## src/rtl/pong_pkg.sv

```systemverilog
// Shared constants for the pong score display: 7-segment patterns in {g,f,e,d,c,b,a}
// order and the decoded-digit encoding used on both the driver and capture sides.
package pong_pkg;

  localparam logic [6:0] SEG_0     = 7'b0111111;
  localparam logic [6:0] SEG_1     = 7'b0000110;
  localparam logic [6:0] SEG_2     = 7'b1011011;
  localparam logic [6:0] SEG_3     = 7'b1001111;
  localparam logic [6:0] SEG_4     = 7'b1100110;
  localparam logic [6:0] SEG_5     = 7'b1101101;
  localparam logic [6:0] SEG_6     = 7'b1111101;
  localparam logic [6:0] SEG_7     = 7'b0000111;
  localparam logic [6:0] SEG_8     = 7'b1111111;
  localparam logic [6:0] SEG_9     = 7'b1101111;
  localparam logic [6:0] SEG_DASH  = 7'b1000000;
  localparam logic [6:0] SEG_BLANK = 7'b0000000;

  localparam logic [3:0] DIGIT_DASH = 4'hF;

endpackage

```

## src/rtl/seg7_decode.sv

```systemverilog
// Combinational 7-segment pattern decoder: maps a displayed pattern back to its digit,
// flagging the all-off pattern and anything outside the table.
module seg7_decode
  import pong_pkg::*;
(
  input  logic [6:0] seg_i,
  output logic [3:0] digit_o,
  output logic       is_blank_o,
  output logic       is_invalid_o
);

  always_comb begin
    digit_o      = 4'd0;
    is_blank_o   = 1'b0;
    is_invalid_o = 1'b0;
    case (seg_i)
      SEG_0:     digit_o = 4'd0;
      SEG_1:     digit_o = 4'd1;
      SEG_2:     digit_o = 4'd2;
      SEG_3:     digit_o = 4'd3;
      SEG_4:     digit_o = 4'd4;
      SEG_5:     digit_o = 4'd5;
      SEG_6:     digit_o = 4'd6;
      SEG_7:     digit_o = 4'd7;
      SEG_8:     digit_o = 4'd8;
      SEG_9:     digit_o = 4'd9;
      SEG_DASH:  digit_o = DIGIT_DASH;
      SEG_BLANK: is_blank_o = 1'b1;
      default:   is_invalid_o = 1'b1;
    endcase
  end

endmodule

```

## src/rtl/score_capture.sv

```systemverilog
// Receive side of the multiplexed score display bus: synchronizes {cath,seg}, debounces,
// decodes each accepted pattern into the p1/p2 channel selected by cath, and detects game over.
module score_capture
  import pong_pkg::*;
#(
  parameter int unsigned SYNC_STAGES = 2,
  parameter int unsigned STABLE_CNT  = 3
) (
  input  logic       clk,
  input  logic       reset,
  input  logic [6:0] seg_i,
  input  logic       cath_i,
  output logic [3:0] digit_p1_o,
  output logic [3:0] digit_p2_o,
  output logic       valid_p1_o,
  output logic       valid_p2_o,
  output logic       blank_p1_o,
  output logic       blank_p2_o,
  output logic       update_o,
  output logic       err_o,
  output logic       game_over_o
);

  localparam int unsigned CntW = $clog2(STABLE_CNT + 1);

  logic [7:0]      sync_q [SYNC_STAGES];
  logic [7:0]      s;
  logic [7:0]      s_prev_q;
  logic [CntW-1:0] cnt_q, cnt_d;
  logic            accept;

  logic [3:0] dec_digit;
  logic       dec_blank;
  logic       dec_invalid;

  logic [1:0][3:0] digit_q, digit_d;
  logic [1:0]      valid_q, valid_d;
  logic [1:0]      blank_q, blank_d;
  logic            update_q, update_d;
  logic            err_q, err_d;
  logic            arm_q, arm_d;
  logic            game_over_q, game_over_d;
  logic            ch;

  always_ff @(posedge clk or posedge reset) begin
    if (reset) begin
      for (int i = 0; i < SYNC_STAGES; i++) sync_q[i] <= '0;
      s_prev_q <= '0;
      cnt_q    <= '0;
    end else begin
      sync_q[0] <= {cath_i, seg_i};
      for (int i = 1; i < SYNC_STAGES; i++) sync_q[i] <= sync_q[i-1];
      s_prev_q <= s;
      cnt_q    <= cnt_d;
    end
  end

  assign s  = sync_q[SYNC_STAGES-1];
  assign ch = s[7];

  always_comb begin
    cnt_d = cnt_q;
    if (s != s_prev_q) begin
      cnt_d = '0;
    end else if (cnt_q != CntW'(STABLE_CNT)) begin
      cnt_d = cnt_q + 1'b1;
    end
  end

  // Fires once per stable interval, on the step into saturation.
  assign accept = (s == s_prev_q) && (cnt_q == CntW'(STABLE_CNT - 1));

  seg7_decode u_decode (
    .seg_i        (s[6:0]),
    .digit_o      (dec_digit),
    .is_blank_o   (dec_blank),
    .is_invalid_o (dec_invalid)
  );

  always_comb begin
    digit_d     = digit_q;
    valid_d     = valid_q;
    blank_d     = blank_q;
    err_d       = err_q;
    update_d    = 1'b0;
    game_over_d = game_over_q;
    if (accept) begin
      if (dec_invalid) begin
        err_d = 1'b1;
      end else if (dec_blank) begin
        blank_d[ch] = 1'b1;
      end else begin
        digit_d[ch] = dec_digit;
        valid_d[ch] = 1'b1;
        blank_d[ch] = 1'b0;
        update_d    = (dec_digit != digit_q[ch]);
      end
    end
    // Armed while either held digit is a valid 9; drops once neither is.
    arm_d = (valid_d[0] && (digit_d[0] == 4'd9)) || (valid_d[1] && (digit_d[1] == 4'd9));
    if (!arm_d) begin
      game_over_d = 1'b0;
    end else if (arm_q && accept && dec_blank) begin
      game_over_d = 1'b1;
    end
  end

  always_ff @(posedge clk or posedge reset) begin
    if (reset) begin
      digit_q     <= '0;
      valid_q     <= '0;
      blank_q     <= '0;
      update_q    <= 1'b0;
      err_q       <= 1'b0;
      arm_q       <= 1'b0;
      game_over_q <= 1'b0;
    end else begin
      digit_q     <= digit_d;
      valid_q     <= valid_d;
      blank_q     <= blank_d;
      update_q    <= update_d;
      err_q       <= err_d;
      arm_q       <= arm_d;
      game_over_q <= game_over_d;
    end
  end

  assign digit_p1_o  = digit_q[0];
  assign digit_p2_o  = digit_q[1];
  assign valid_p1_o  = valid_q[0];
  assign valid_p2_o  = valid_q[1];
  assign blank_p1_o  = blank_q[0];
  assign blank_p2_o  = blank_q[1];
  assign update_o    = update_q;
  assign err_o       = err_q;
  assign game_over_o = game_over_q;

endmodule

```

## config.mk

```make
export PLATFORM = sky130hd
export DESIGN_NAME = score_capture
export DESIGN_NICKNAME = d
export VERILOG_FILES = /design/src/rtl/pong_pkg.sv /design/src/rtl/seg7_decode.sv /design/src/rtl/score_capture.sv
export SDC_FILE = /design/constraint.sdc
export NUM_CORES = 1
export LEC_CHECK = 0
export ABC_AREA = 1
export CORE_ASPECT_RATIO = 1.4
export CORE_MARGIN = 10
export CORE_UTILIZATION = 36
export DETAILED_ROUTE_END_ITERATION = 10
export GPL_TIMING_DRIVEN = 0
export PLACE_DENSITY = 0.56
export SLEW_MARGIN = 30
export SYNTH_ARGS = -nofsm -noshare
export SYNTH_HDL_FRONTEND = slang
export SYNTH_SLANG_ARGS = --single-unit
```

## constraint.sdc

```tcl
create_clock -name clk -period 4.2 [get_ports clk]
set_input_delay 0.84 -clock clk [delete_from_list [all_inputs] [get_ports clk]]
set_output_delay 0.84 -clock clk [all_outputs]
set_load 0.02 [all_outputs]
```

==> results of run 1 <==
[power breakdown]
group,internal (mW),switching (mW)
clock,0.117,0.137
sequential,0.416,0.00833
combinational,0.0259,0.0328
[layout make-up]
type / count / area, sq um
Clock inverter: 2 / 13.8
Clock buffer: 6 / 72.6
Timing Repair Buffer: 25 / 260
Sequential cell: 42 / 1050
Multi-Input combinational cell: 141 / 796
Inverter: 31 / 116
Buffer: 3 / 33.8
Fill cell: 582 / 3020
Tap cell: 68 / 85.1
[cell usage after synthesis, drive strengths merged]
library cell,number,share of area
nand4,4,0.013
nand3b,1,0.0038
dfrtp,42,0.53
nand2,61,0.13
a21oi,4,0.012
nor3b,1,0.0038
buf,3,0.017
mux2i,2,0.010
inv,31,0.058
nor2,33,0.081
or2,1,0.0031
xor2,1,0.0044
xnor2,8,0.039
nand3,9,0.041
o21bai,1,0.0038
ha,2,0.013
o21a,2,0.0075
and2,1,0.0031
a31o,1,0.0044
o21ai,7,0.021
nor3,2,0.0050
[flip-flops by register name (all words and copies together) (netlist names), 2 cells and up, named ones only]
signal and flops:
s 8, s_prev_q 8, sync_q 8, digit_p1_o 4, digit_p2_o 4, cnt_q 2, valid_q 2
[stage by stage]
stage | hold slack, ps | cell area, sq um | setup slack [ps]
4_1_cts | 349 | 2430 | 2040
6_report | 343 | 2430 | 2050
3_5_place_dp | 335 | 2340 | 2220
3_3_place_gp | 333 | 2320 | 1500
2_1_floorplan | 331 | 2000 | 2390
5_1_grt | 360 | 2430 | 1990
[cell usage in the layout, fill, tap and decap left out, drive strengths merged]
| cell | instances |
|---|---|
| nand2 | 61 |
| dfrtp | 42 |
| nor2 | 33 |
| inv | 31 |
| clkdlybuf4s50 | 24 |
| nand3 | 9 |
| xnor2 | 8 |
| o21ai | 7 |
| clkbuf | 6 |
| nand4 | 4 |
| buf | 4 |
| a21oi | 4 |
| nor3 | 2 |
| mux2i | 2 |
| o21a | 2 |
| ha | 2 |
| clkinv | 2 |
| and2 | 1 |
| nand3b | 1 |
| or2 | 1 |
| nor3b | 1 |
| xor2 | 1 |
| o21bai | 1 |
| a31o | 1 |
[per-layer routing]
| layer | part of all wire | vias up | track usage |
|---|---|---|---|
| met5 | 0 | - | 0 |
| met4 | 0.022 | 0 | 0.0476 |
| met3 | 0.047 | 8 | 0.0278 |
| met2 | 0.50 | 18 | 0.160 |
| met1 | 0.43 | 655 | 0.103 |
| li1 | - | 737 | - |
[cell families (layout without fill, tap and decap cells)]
logic type	after synthesis	after routing	share of synthesized area
simple gates	113	113	0.284
compound gates	15	15	0.0489
buf+inv	34	67	0.0752
xor+xnor	9	9	0.0432
fa+ha+maj	2	2	0.0125
mux	2	2	0.0100
flops	42	42	0.526
[worst max path at each step]
stage	depth (start not counted)	slack [ps]	start	to
CTS	1	2040	digit_p1_o[1]$_DFF_PP0_	digit_p1_o[1]
floorplan	1	2390	reset	asynchronous set/reset pin
detailed placement	12	2220	s[7]$_DFF_PP0_	game_over_o$_DFFE_PP0P_
finish	1	2050	digit_p1_o[1]$_DFF_PP0_	digit_p1_o[1]
global placement	2	1500	reset	valid_q[1]$_DFF_PP0_
global route	12	1990	s[7]$_DFF_PP0_	game_over_o$_DFFE_PP0P_
==> impl_metrics.yaml, run 1 <==
routing:
  wl_per_cell_um: 11.9
  via_count: 1418
  postRouteAntennaNets: 0
  drc: 0
  routed_wl_um: 3770
  drtIter0Drc: 58
  drt-pass1-iter-count: 4
  routed_via_density: 4.46
power_and_ir_drop:
  finalPower_uw: 737
  ir_drop_v: 0.000192
  power_density_nw_per_um2: 303
  p_leak_nw: 1.21
clock_network:
  ctsResizeCount: 0
  cts-hold-fix-buffers: 0
  clk_latency_ps: 300
  cts_inserted_buffers: 5
  numClockSinks: 42
  cts_max_level: 2
  cts_root_buf: "clkbuf_8"
  cts.clk_slew.worst_paths_ps: 80
  post_cts_buffers: 0
  cts.path.max_buffers: 2
  cts_tree: "done"
finish:
  fin_cells: 318
  fin_util: 0.446
  final_nets: 261
  synthToLayoutAreaGrowth_pct: 21.6
  diodes: 0
  drive_gt1_frac: 0.180
timing:
  post-route-min-period_ps: 2150
  setup_tns_ps: 0
  final_hold_viol_count: 0
  period_share: 0.511
  setup_viol_count_final: 0
  fin_skew_ps: 11.5
  maxSlewViolCount: 0
  worstMarginPinSlew_ps: 381
  rsz0062_at_grt: "false"
  slew_headroom: 0.745
  max_freq_ghz: 0.466
global_routing:
  grt_first_pass_wirelength_um: 6900
  antenna_found_initial: 0
  first_global_vias: 1461
  grt-ovfl-total: 0
  grt_use_total: 0.0933
  grt_max_degree: 27
worst_setup_path:
  crit_buf_inv: 1
  r2r_start: "s[7]$_DFF_PP0_"
  cpPeakStageDelay_ps: 620
  cp-end-kind: "primary output"
  slowest_stage: "clkdlybuf4s50_1"
  critPathKind: "reg2out"
  rr_worst_depth: 12
  cp.required_ps: 3360
  cp-start-kind: "flip-flop"
  r2r_slack_ps: 2250
  crit_family: "buffers and inverters"
  crit_arrival_ps: 1310
  cp_cell_sequence: "clkdlybuf4s50_1"
  r2r_end: "game_over_o$_DFFE_PP0P_"
  cp_max_fo: 3
synthesis:
  synthesis.nets: 229
  synth-seq-area-share: 0.526
  ys_warn_count: 0
  syn_inst: 217
  synthesis.area_sq_um: 2000
  synth_cell_types: 31
  avgSynthCellArea_sq_um: 9.20
  yosys_register_bits: 42
run_status:
  status: "completed"
run:
  maxCapViolCount: 0
placed_design:
  gp_congestion: 0.783
  dp.cells: 310
  numPortBuffers: 24
  dp_hpwl_um: 2990
floorplanning:
  die_area_sq_um: 8970
  die_x_um: 82.9
  die_y_um: 108
  io_pins: 25
  start_util: 0.367
  rows: 32
  core_sq_um: 5450
min_path:
  min_to: "s[2]$_DFF_PP0_"
  hold_class: "reg2reg"
  hp-start: "sync_q[10]$_DFF_PP0_"
  hold_depth: 0
Note: power is estimated with default switching activity, not from simulation.
==> run 2: changes to the inputs <==
Clock period 4.2 ns to 2.02 ns, I/O delays scaled along.
==> run 2 against run 1 <==
Net effect: power rose by 110%; global-route usage stayed put; routed wire length up 2.6%; clock power is 110% higher.
==> impl_metrics.yaml, run 2 (synthesis results as in run 1) <==
run_status:
  status: "completed"
timing:
  setup_viol_count_final: 0
  worstMarginPinSlew_ps: 382
  period_share: 0.972
  finalWorstSetupSlack_ps: 56.2
  final_hold_viol_count: 0
  hold_ws_ps: 343
  slew_headroom: 0.745
  max_freq_ghz: 0.509
  fin_skew_ps: 12.8
  maxSlewViolCount: 0
  post-route-min-period_ps: 1960
  rsz0062_at_grt: "true"
min_path:
  hold_class: "reg2reg"
worst_setup_path:
  crit_buf_inv: 2
  crit_arrival_ps: 2190
  cp.required_ps: 2250
  cp-start-kind: "flip-flop"
  critPathKind: "reg2reg"
  cp_max_fo: 7
  crit_top_cell: "nand2_2"
  slowest_stage: "dfrtp_1"
  cp-end-kind: "flip-flop"
  crit_family: "simple AND/OR/NAND/NOR gates"
  cpPeakStageDelay_ps: 390
  cp_cell_sequence: "buf_6 > xnor2_2 > nand2_2 > nor2_2 > nand2_2 > nor2_8 > buf_6 > nand3_4 > nand2_2 > nand2_2 > nor2_1 > nand3_1 > a21oi_2"
power_and_ir_drop:
  power_frac_seq: 0.574
  p_leak_nw: 1.26
  power_switching_share: 0.240
  clock_power_share: 0.339
  ir_drop_v: 0.000401
  p_int_mw: 1.17
  p_switching_uw: 369
  power_density_nw_per_um2: 608
  p_comb_frac: 0.086
run:
  maxCapViolCount: 0
floorplanning:
  rows: 32
  start_util: 0.367
  core_sq_um: 5450
  die_x_um: 82.9
  die_y_um: 108
  io_pins: 25
  die_area_sq_um: 8970
clock_network:
  cts_inserted_buffers: 5
  cts_tree: "done"
  clk_latency_ps: 290
  numClockSinks: 42
  cts.clk_slew.worst_paths_ps: 80
  cts_root_buf: "clkbuf_8"
  cts-hold-fix-buffers: 0
  cts_max_level: 2
  cts.path.max_buffers: 2
global_routing:
  first_global_vias: 1461
  grt_max_degree: 27
  grt_use_total: 0.0933
  grt_first_pass_wirelength_um: 6900
  busiest_layer: "met2"
  antenna_found_initial: 0
  grtUsageMet1: 0.103
  grt-ovfl-total: 0
  use_met2: 0.160
  met3_usage: 0.0278
routing:
  routed_via_density: 4.50
  wl_per_cell_um: 11.9
  postRouteAntennaNets: 0
  drc: 0
  drtIter0Drc: 72
  drt-pass1-iter-count: 3
  via_count: 1461
  routed_wl_um: 3870
placed_design:
  gp_congestion: 0.783
  dp.cells: 310
  dp_hpwl_um: 2990
  numPortBuffers: 24
  place_ws_ps: 43.1
  placed_area_sq_um: 2340
finish:
  diodes: 0
  fin_util: 0.464
  fin_area_sq_um: 2530
  nFillCells: 571
  synthToLayoutAreaGrowth_pct: 26.6
  final_nets: 268
  drive_gt1_frac: 0.241
  fin_cells: 325
  final_cell_mix: "46 x nand2_1, 39 x dfrtp_1, 26 x inv_1"
  mostFrequentLayoutCell: "nand2_1"
## run 2: changes by cell type in the layout (fill, tap and decap cells not counted), sizes merged
| cell | delta |
|---|---|
| buf | +7 |
## run 2: worst register-to-register path, delay by kind of cell (launching register included)
family                 cells  cell delay [ps]
AND/OR/NAND/NOR            9              980
flip-flops                 1              390
buffers and inverters      2              260
AO/OA/AOI/OAI              1              150
XOR/XNOR                   1              130
## run 2: cell type report
cell class              count  area [sq um]  area share
inverters                  31           116      0.0460
multi-input cells         141           836       0.331
well taps                  68          85.1      0.0336
repair buffers             32           317       0.125
clock buffers               6          72.6      0.0287
plain buffers               3          33.8      0.0134
clock inverters             2          13.8     0.00544
flip-flops and latches     42          1050       0.417
## run 2: worst paths after layout
kind                       slack, ps            startpoint                 endpoint  cells after the start
max in group asynchronous       1150                 reset     valid_q[1]$_DFF_PP0_                      3
hold reg to reg                  340  sync_q[10]$_DFF_PP0_           s[2]$_DFF_PP0_                      0
setup reg to reg                  60        s[6]$_DFF_PP0_  game_over_o$_DFFE_PP0P_                     13
min in group asynchronous        400                 reset     sync_q[11]$_DFF_PP0_                      2
setup / recovery                  60        s[6]$_DFF_PP0_  game_over_o$_DFFE_PP0P_                     13
hold / removal                   340  sync_q[10]$_DFF_PP0_           s[2]$_DFF_PP0_                      0
## run 2: power by group through the flow
| stage | clock network, mW | logic [mW] | registers (mW) |
|---|---|---|---|
| after global routing | 0.582 | 0.151 | 0.887 |
| after CTS | 0.550 | 0.126 | 0.882 |
| after detailed placement | 0 | 0.125 | 0.899 |
| after floorplan | 0 | 0.0862 | 0.895 |
| final | 0.522 | 0.133 | 0.884 |
| after global placement | 0 | 0.120 | 0.898 |
## run 2: through the flow
step,setup TNS (ps),power [mW]
2_1_floorplan,0,0.981
3_3_place_gp,-10040,1.02
3_5_place_dp,0,1.02
4_1_cts,0,1.56
5_1_grt,-216,1.62
6_report,0,1.54
## run 2: repair_timing
item / 4_1_cts / 5_1_grt
gates resized for setup: 0 / 12
setup endpoints to repair: 0 / 3
setup buffers: 0 / 7
## run 2: layer usage
layer / vias up / part of all wire
met5: - / 0
met2: 16 / 0.51
met3: 7 / 0.041
li1: 744 / -
met1: 694 / 0.42
met4: 0 / 0.022
